==> src/rtl/poly_search_engine.sv <==
// Parallel LFSR polynomial search: finds which candidate polynomial carries data0
// to data1 in a step count consistent with the timestamp delta.
module poly_search_lane #(
    parameter int POLY_W = 17
) (
    input  logic              clk_72MHz,
    input  logic              rst_n,
    input  logic              load,
    input  logic              step,
    input  logic [POLY_W-1:0] seed,
    input  logic [POLY_W-1:0] poly,
    input  logic [POLY_W-1:0] target,
    output logic              match
);
    logic [POLY_W-1:0] val;

    always_ff @(posedge clk_72MHz or negedge rst_n) begin
        if (!rst_n)    val <= '0;
        else if (load) val <= seed;
        else if (step) val <= val[0] ? ((val >> 1) ^ poly) : (val >> 1);
    end

    assign match = (val == target);
endmodule

module poly_search_engine #(
    parameter int NUM_POLY = 4,
    parameter int POLY_W   = 17,
    parameter int TS_W     = 24,
    parameter int TS_SHIFT = 4,
    parameter int ITER_TOL = 2,
    parameter int MAX_ITER = 4095,
    localparam int ITER_W  = $clog2(MAX_ITER + ITER_TOL + 2),
    localparam int PIDX_W  = (NUM_POLY > 1) ? $clog2(NUM_POLY) : 1
) (
    input  logic                       clk_72MHz,
    input  logic                       rst_n,
    input  logic                       start,
    input  logic                       abort,
    input  logic [NUM_POLY*POLY_W-1:0] poly_table,
    input  logic [POLY_W-1:0]          data0,
    input  logic [POLY_W-1:0]          data1,
    input  logic [TS_W-1:0]            ts0,
    input  logic [TS_W-1:0]            ts1,
    output logic                       busy,
    output logic                       done,
    output logic                       found,
    output logic                       err,
    output logic [PIDX_W-1:0]          poly_index,
    output logic [POLY_W-1:0]          polynomial,
    output logic [ITER_W-1:0]          iteration
);
    typedef enum logic [1:0] {IDLE, ESTIMATE, RUN, DONE} state_t;

    localparam logic [TS_W-1:0]   MAX_EST = TS_W'(MAX_ITER);
    localparam logic [ITER_W-1:0] TOL     = ITER_W'(ITER_TOL);

    state_t state, state_nxt;
    logic [NUM_POLY-1:0][POLY_W-1:0] tbl_q;
    logic [POLY_W-1:0] d0_q, d1_q;
    logic [TS_W-1:0]   t0_q, t1_q, delta, est;
    logic [ITER_W-1:0] est_i, cnt, win_lo, win_hi;
    logic [NUM_POLY-1:0] match;
    logic              est_bad, in_win, hit, lane_load, lane_step;
    logic [PIDX_W-1:0] hit_idx;
    logic [POLY_W-1:0] hit_poly;

    // Modular subtraction absorbs timestamp wrap-around.
    assign delta   = t1_q - t0_q;
    assign est     = delta >> TS_SHIFT;
    assign est_i   = ITER_W'(est);
    assign est_bad = (delta == '0) || (d0_q == d1_q) || (est > MAX_EST);
    assign in_win  = (cnt >= win_lo) && (cnt <= win_hi);
    assign done    = (state == DONE);

    for (genvar g = 0; g < NUM_POLY; g++) begin : g_lane
        poly_search_lane #(.POLY_W(POLY_W)) u_lane (
            .clk_72MHz (clk_72MHz),
            .rst_n     (rst_n),
            .load      (lane_load),
            .step      (lane_step),
            .seed      (d0_q),
            .poly      (tbl_q[g]),
            .target    (d1_q),
            .match     (match[g])
        );
    end

    // Scan high to low so the lowest matching lane wins.
    always_comb begin
        hit      = 1'b0;
        hit_idx  = '0;
        hit_poly = '0;
        for (int i = NUM_POLY - 1; i >= 0; i--) begin
            if (match[i]) begin
                hit      = 1'b1;
                hit_idx  = PIDX_W'(i);
                hit_poly = tbl_q[i];
            end
        end
    end

    always_ff @(posedge clk_72MHz or negedge rst_n) begin
        if (!rst_n) state <= IDLE;
        else        state <= state_nxt;
    end

    always_comb begin
        state_nxt = state;
        lane_load = 1'b0;
        lane_step = 1'b0;
        case (state)
            IDLE:     if (start && !abort) state_nxt = ESTIMATE;
            ESTIMATE: begin
                if (abort)        state_nxt = IDLE;
                else if (est_bad) state_nxt = DONE;
                else begin
                    lane_load = 1'b1;
                    state_nxt = RUN;
                end
            end
            RUN: begin
                if (abort)                state_nxt = IDLE;
                else if (in_win && hit)   state_nxt = DONE;
                else if (cnt > win_hi)    state_nxt = DONE;
                else                      lane_step = 1'b1;
            end
            DONE:     state_nxt = IDLE;
            default:  state_nxt = IDLE;
        endcase
    end

    always_ff @(posedge clk_72MHz or negedge rst_n) begin
        if (!rst_n) begin
            busy <= 1'b0; found <= 1'b0; err <= 1'b0;
            poly_index <= '0; polynomial <= '0; iteration <= '0;
            tbl_q <= '0; d0_q <= '0; d1_q <= '0; t0_q <= '0; t1_q <= '0;
            cnt <= '0; win_lo <= '0; win_hi <= '0;
        end else begin
            case (state)
                IDLE: if (start && !abort) begin
                    tbl_q <= poly_table;
                    d0_q  <= data0; d1_q <= data1;
                    t0_q  <= ts0;   t1_q <= ts1;
                    busy  <= 1'b1;
                    found <= 1'b0; err <= 1'b0;
                    poly_index <= '0; polynomial <= '0; iteration <= '0;
                end
                ESTIMATE, RUN: begin
                    if (abort) begin
                        busy <= 1'b0; found <= 1'b0; err <= 1'b0;
                        poly_index <= '0; polynomial <= '0; iteration <= '0;
                    end else if (state == ESTIMATE) begin
                        if (est_bad) begin
                            err   <= 1'b1;
                            found <= 1'b0;
                        end else begin
                            cnt    <= '0;
                            win_lo <= (est_i >= TOL) ? est_i - TOL : '0;
                            win_hi <= est_i + TOL;
                        end
                    end else if (in_win && hit) begin
                        found      <= 1'b1;
                        poly_index <= hit_idx;
                        polynomial <= hit_poly;
                        iteration  <= cnt;
                    end else if (cnt <= win_hi) begin
                        cnt <= cnt + 1'b1;
                    end
                end
                DONE:    busy <= 1'b0;
                default: ;
            endcase
        end
    end
endmodule

==> config.mk <==
export PLATFORM = sky130hd
export DESIGN_NAME = poly_search_engine
export DESIGN_NICKNAME = d
export VERILOG_FILES = /design/src/rtl/poly_search_engine.sv
export SDC_FILE = /design/constraint.sdc
export NUM_CORES = 1
export LEC_CHECK = 0
export CAP_MARGIN = 20
export CORE_MARGIN = 1.5
export CORE_UTILIZATION = 35
export CTS_BUF_LIST = sky130_fd_sc_hd__clkbuf_16
export CTS_CLUSTER_DIAMETER = 120
export DETAILED_ROUTE_END_ITERATION = 8
export PLACE_DENSITY = 0.52
export SLEW_MARGIN = 20
export SYNTH_ARGS = -nofsm -noshare
export SYNTH_HDL_FRONTEND = slang
export SYNTH_SLANG_ARGS = --single-unit
==> constraint.sdc <==
create_clock -name clk_72MHz -period 3.4 [get_ports clk_72MHz]
set_input_delay 0.68 -clock clk_72MHz [delete_from_list [all_inputs] [get_ports clk_72MHz]]
set_output_delay 0.68 -clock clk_72MHz [all_outputs]
set_load 0.01 [all_outputs]
## Word-level counts from Yosys, hierarchy flattened

Cells that the tools add are included.

- Add/subtract/negate cells: 4
- Bitwise operators: 6
- Reduce and logical (&&, ||, !) cells: 20
- Equality and inequality tests: 19
- Divide/modulo/power cells: 0
- Multiply operators: 0
- Magnitude comparators: 5
- Shift operators: 0
- Multiplexer cells: 71

Operators with widths:

| kind | count |
|---|---|
| $mux W17 | 20 |
| $mux W13 | 9 |
| $eq A17 B17 Y1 | 5 |
| $xor A16 B17 Y17 | 4 |
| $pmux W17 S2 | 1 |
| $mux W2 | 13 |
| $pmux W13 S2 | 1 |
| $logic_not A24 Y1 | 1 |
| $sub A24 B24 Y24 | 1 |
| $mux W1 | 22 |
| $gt A20 B12 Y1 const B | 1 |
| $reduce_and A4 Y1 | 4 |
| $add A13 B1 Y13 const B | 1 |
| $add A13 B2 Y13 const B | 1 |
| $ge A13 B13 Y1 | 1 |
| $ge A13 B2 Y1 const B | 1 |
| $gt A13 B13 Y1 | 1 |
| $le A13 B13 Y1 | 1 |
| $sub A13 B2 Y13 const B | 1 |
| $ne A3 B3 Y1 const B | 4 |
| $ne A4 B4 Y1 const B | 3 |
| $pmux W2 S4 | 1 |
| $ne A2 B2 Y1 const B | 3 |
| $reduce_and A2 Y1 | 3 |
| 14 further kinds | 22 |

- RAM bits: 0
- Logic and storage cells: 147
- Bits in registers: 294
- Latch bits: 0
- Output and inout port bits: 36
- ROM bits: 0
- Memories kept: 0

## Logic depth before layout (Yosys ltp)

- Depth after elaboration: 11
- Gate-level depth with buffers: 15

## Hierarchy

From an unflattened synthesis, not the netlist that was laid out.

- Cell total of the unflattened synthesis: 1676
- Area total of the unflattened synthesis: 17256.6 µm²

By module, submodules not included:

| module | cells each | seq. area each (µm²) | times used | area an instance (µm²) |
|---|---|---|---|---|
| poly_search_engine | 1152 | 5655.4 | 1 | 12477.0 |
| poly_search_lane | 131 | 425.4 | 4 | 1194.9 |

## Least setup slack after synthesis

Ideal clock, no wire load.

- Kind: reg2reg
- From: register t0_q[0]
- To: register g_lane[0].u_lane.val[16]
- Path slack: -0.199 ns
- Data arrival time: 3.472 ns
- Stages on the path, launching flop included: 15
- Library setup time: 0.127 ns
- Path through: dfrtp_1 -> ha_1 -> fa_1 -> nor2b_1 -> o2111ai_2 -> a2111oi_1 -> nor2_1 -> xnor2_1 -> nor4_1 -> and3_1 -> buf_4 -> nor3_4 -> buf_6 -> buf_6 -> mux2_1

- Word-level cells in the longest chain between the ends: 8

RTL lines:

| element | RTL line | source |
|---|---|---|
| from (decl) | 61 | `logic [TS_W-1:0] t0_q, t1_q, delta, est;` |
| from (signal assigned) | 144 | `t0_q <= ts0; t1_q <= ts1;` |
| $sub A24 B24 Y24 (*) | 69 | `assign delta = t1_q - t0_q;` |
| parallel branches: the longest is 2 deep, another holds $gt A20 B12 Y1 | -- |  |
| $logic_or A1 B1 Y1 (*) | 72 | `assign est_bad = (delta == '0) \|\| (d0_q == d1_q) \|\| (est > MAX_EST);` |
| $mux W1 (*) | 116 | `else if (est_bad) state_nxt = DONE;` |
| $mux W1 (*) | 115 | `if (abort) state_nxt = IDLE;` |
| $mux W1 (*) | 112 | `case (state)` |
| $mux W17 / $reduce_bool A2 Y1 (equally long branches) | -- |  |
| to (signal assigned) | 20 | `else if (step) val <= val[0] ? ((val >> 1) ^ poly) : (val >> 1);` |
| to (decl) | 15 | `logic [POLY_W-1:0] val;` |

Mark *: on every way between the ends.
A chain may end at the register's enable or synchronous reset.

## Worst setup path after layout

- From: register t1_q[0]
- To: register win_lo[3]

- Word-level cells in the longest chain between the ends: 6

RTL lines:

| element | RTL line | source |
|---|---|---|
| from (decl) | 61 |  |
| from (signal assigned) | 144 |  |
| $sub A24 B24 Y24 (*) | 69 |  |
| parallel branches: the longest is 5 deep, another holds $gt A20 B12 Y1 | -- |  |
| to (signal assigned) | 159 | `win_lo <= (est_i >= TOL) ? est_i - TOL : '0;` |
| to (decl) | 62 | `logic [ITER_W-1:0] est_i, cnt, win_lo, win_hi;` |

Marked as above.

==> impl_metrics.tcl <==
set metrics [dict create \
    synthFlopType "dfrtp_1" \
    irDropWorstVdd_mv 0.4647 \
    cts_root_buf "clkbuf_16" \
    period_minus_slack_ns 3.587 \
    outcome "finished, violations left" \
    violations "negative setup slack" \
    placed_cells 2544 \
    grt_overflow 0 \
    synth-edff-count 0 \
    antenna_found_initial 0 \
    synth-simple-area-share 0.1187 \
    gp_congestion 0.8669 \
    setup_tns_ns -14.47 \
    setup_violations 92 \
    drtIter0Drc 769 \
    leakagePower_nw 9.986 \
    port_buffers 189 \
    synthCells 1679 \
    cts_tree "yes" \
    initial_utilization 0.3573 \
    max_slew_margin 0.4297 \
    io_pins 190 \
    core_area_um2 48050 \
    setup_ws_ns -0.1868 \
    ff2ff_path_depth 15 \
    num_vias 13282 \
    syn_area_per_cell_um2 10.22 \
    tightestPinTransition_ns 0.8554 \
    stdcell_count 2626 \
    ys_seq_area_frac 0.4286 \
    fmax_ghz 0.2788 \
    num_rows 80 \
    mostFrequentLayoutCell "dfrtp_1" \
    synth_fp_nets 1894 \
    synthMuxAreaShare 0.1654 \
    wire_per_inst_um 19.49 \
    slew_violations 0 \
    period_share 1.055 \
    clockBufferDepth 3 \
    async_flop_share 1.000 \
    max_stage_delay_ns 0.37 \
    cts.sink_count 294 \
    final_cell_mix "dfrtp_1 (294), nand2_1 (211), clkdlybuf4s50_1 (188)" \
    dp_hpwl_mm 38.70 \
    cts_buffers 36 \
    clk_pin_slew_ns 0.05 \
    clock_latency_ns 0.56 \
    arrival_ns 4.02 \
    endpoint_kind "register" \
    p_per_area_nw_per_um2 1022 \
    drive_gt1_frac 0.2471 \
    startpoint_type "register" \
    cp_max_fo 6 \
    synth_cell_types 74 \
    path_cells "inv_1 > ha_2 > fa_2 > nor2b_4 > o2111ai_4 > a2111oi_4 > nor3_2 > xnor2_2 > a2111oi_4 > nand4_4 > buf_4 > nor3_4 > buf_12 > clkbuf_16 > mux2_2" \
    grt_pass1_vias 13592 \
    area_growth_pct 31.64 \
    cts_hold_buf 0 \
    synthAdderAreaFrac 0.04490 \
    drv_cap 0 \
    critPathRequiredTime_ns 3.83 \
    drtAntennaViolNets 0 \
    crit-reg2reg-capture "win_lo[3]" \
    crit_type "register to register" \
    firstDrtPassIters 5 \
    hold_viol 0 \
    synth_seq_cells 294 \
    fin_skew_ns 0.02304 \
    rrSetupSlack_ns -0.19 \
    rsz0062_at_grt "yes" \
    synthesis.area_um2 17170 \
    drcViolationCount 0 \
    die-width_um 224.5 \
    synth_top_family_by_area "multiplexers" \
    crit_top_cell "a2111oi_4" \
    h-tree-depth 2 \
    die_y_um 224.5 \
    synth_xor_area_frac 0.09388 \
    die-area_um2 50380 \
    cp_slowest_cell "fa_2" \
    synth-compound-area-share 0.1063 \
    grt_max_degree 88 \
    avgViaCountPerCell 5.058 \
    layout.nets 2201 \
    n_antenna_cell 0 \
    r2r_start "t1_q[0]" \
    grt_first_pass_wirelength_mm 79.78 \
    track_usage 0.2043 \
    ys_warn_count 0 \
    routed_wl_mm 51.18 \
    hold_class "input pin to async pin" \
]
-- worst max-delay path by stage --
stage                     cells past startpoint                        to     from
after detailed placement                     13  g_lane[3].u_lane.val[13]  t0_q[0]
final                                        15                 win_lo[3]  t1_q[0]
after global routing                         14   g_lane[0].u_lane.val[5]  t1_q[0]
after global placement                       13  g_lane[2].u_lane.val[12]  t0_q[0]
after CTS                                    14  g_lane[0].u_lane.val[14]  t0_q[0]
after floorplan                              14  g_lane[0].u_lane.val[16]  t0_q[0]
-- final cells by class --
class / instances / area, um2
clock inverter: 25 / 113.9
clock buffer: 38 / 950.9
tap: 615 / 769.5
sequential: 294 / 7357
inverter: 79 / 296.5
fill: 4554 / 25450
multi-input combinational: 1208 / 9502
timing repair buffer: 367 / 3607
-- sequential cells by signal, summed over array words and instances (netlist names), 2 cells and up --
| name | cells |
|---|---|
| iteration | 13 |
| poly_index | 2 |
| t0_q | 24 |
| polynomial | 17 |
| g_lane.u_lane.val | 68 |
| t1_q | 24 |
| win_lo | 13 |
| cnt | 13 |
| win_hi | 13 |
| d1_q | 17 |
| state | 2 |
| tbl_q | 68 |
| d0_q | 17 |
-- metrics by stage --
step	power, mW	hold WS (ns)	setup slack, ns	utilization	instance area, um2
floorplan	14.20	0.3844	-0.01590	-	17250
CTS	22.98	0.1674	-0.1806	0.4639	22290
global route	24.87	0.2129	-0.3296	0.4703	22600
global placement	18.89	0.4641	-0.1985	0.4352	20910
finish	23.10	0.1490	-0.1868	0.4703	22600
detailed placement	19.07	0.4712	-0.2693	0.4352	20910
-- layer usage --
layer / share of wire / global-route usage / vias up
met5: 0 / 0 / -
met4: 0.023 / 0.06019 / 0
met3: 0.054 / 0.03253 / 70
met2: 0.43 / 0.3090 / 302
met1: 0.49 / 0.2997 / 6456
li1: - / - / 6454
-- critical path: cells and delay by family (launching register included) --
family | cells | cell delay (ns)
AND/OR/NAND/NOR | 4 | 0.62
adder cells (fa/ha/maj) | 2 | 0.55
multiplexers | 1 | 0.32
flip-flops | 1 | 0.35
XOR/XNOR | 1 | 0.16
buffers and inverters | 4 | 0.55
AO/OA/AOI/OAI | 3 | 0.89
-- logic make-up after synthesis --
logic type | Yosys count
compound gates | 274
flops | 294
mux | 254
buf+inv | 177
xor+xnor | 184
simple gates | 435
fa+ha+maj | 61
-- power by group --
part | switching (mW) | internal (mW)
Sequential | 1.62 | 4.95
Combinational | 6.50 | 6.49
Clock | 1.53 | 2.01
-- Yosys cell counts (3+ instances only) --
cell,count,share of area
dfrtp_1,294,0.43
a2bb2oi_1,5,0.0026
xnor2_1,73,0.037
o221ai_1,4,0.0020
nand3_1,24,0.0070
mux2i_1,17,0.0099
o22ai_1,3,0.0011
mux2_1,21,0.014
o21a_1,14,0.0061
a221o_1,12,0.0070
o31ai_1,6,0.0026
buf_4,5,0.0022
a221oi_1,10,0.0051
nand2_1,211,0.046
nand2b_1,12,0.0044
buf_2,3,0.00087
buf_6,5,0.0033
inv_1,78,0.017
buf_1,13,0.0028
nor4b_1,3,0.0015
clkbuf_1,72,0.016
a21oi_1,34,0.0099
nor2b_1,10,0.0036
a211oi_1,6,0.0026
or4_1,4,0.0017
nor2_1,67,0.015
or3_1,7,0.0026
nor4_1,15,0.0055
a21o_1,18,0.0079
mux2_2,216,0.14
nand4_1,21,0.0077
and2_1,8,0.0029
o211ai_1,19,0.0083
and3_1,10,0.0036
nor3_1,27,0.0079
xor2_1,111,0.057
o21ai_0,111,0.032
ha_1,60,0.044
-- what timing repair did --
item	in CTS	in global routing
pin swaps	2	13
resized for setup	60	40
setup endpoints to repair	110	110
setup buffers	7	8
cloned	1	6
No activity file was read; power rests on OpenSTA's default activity.
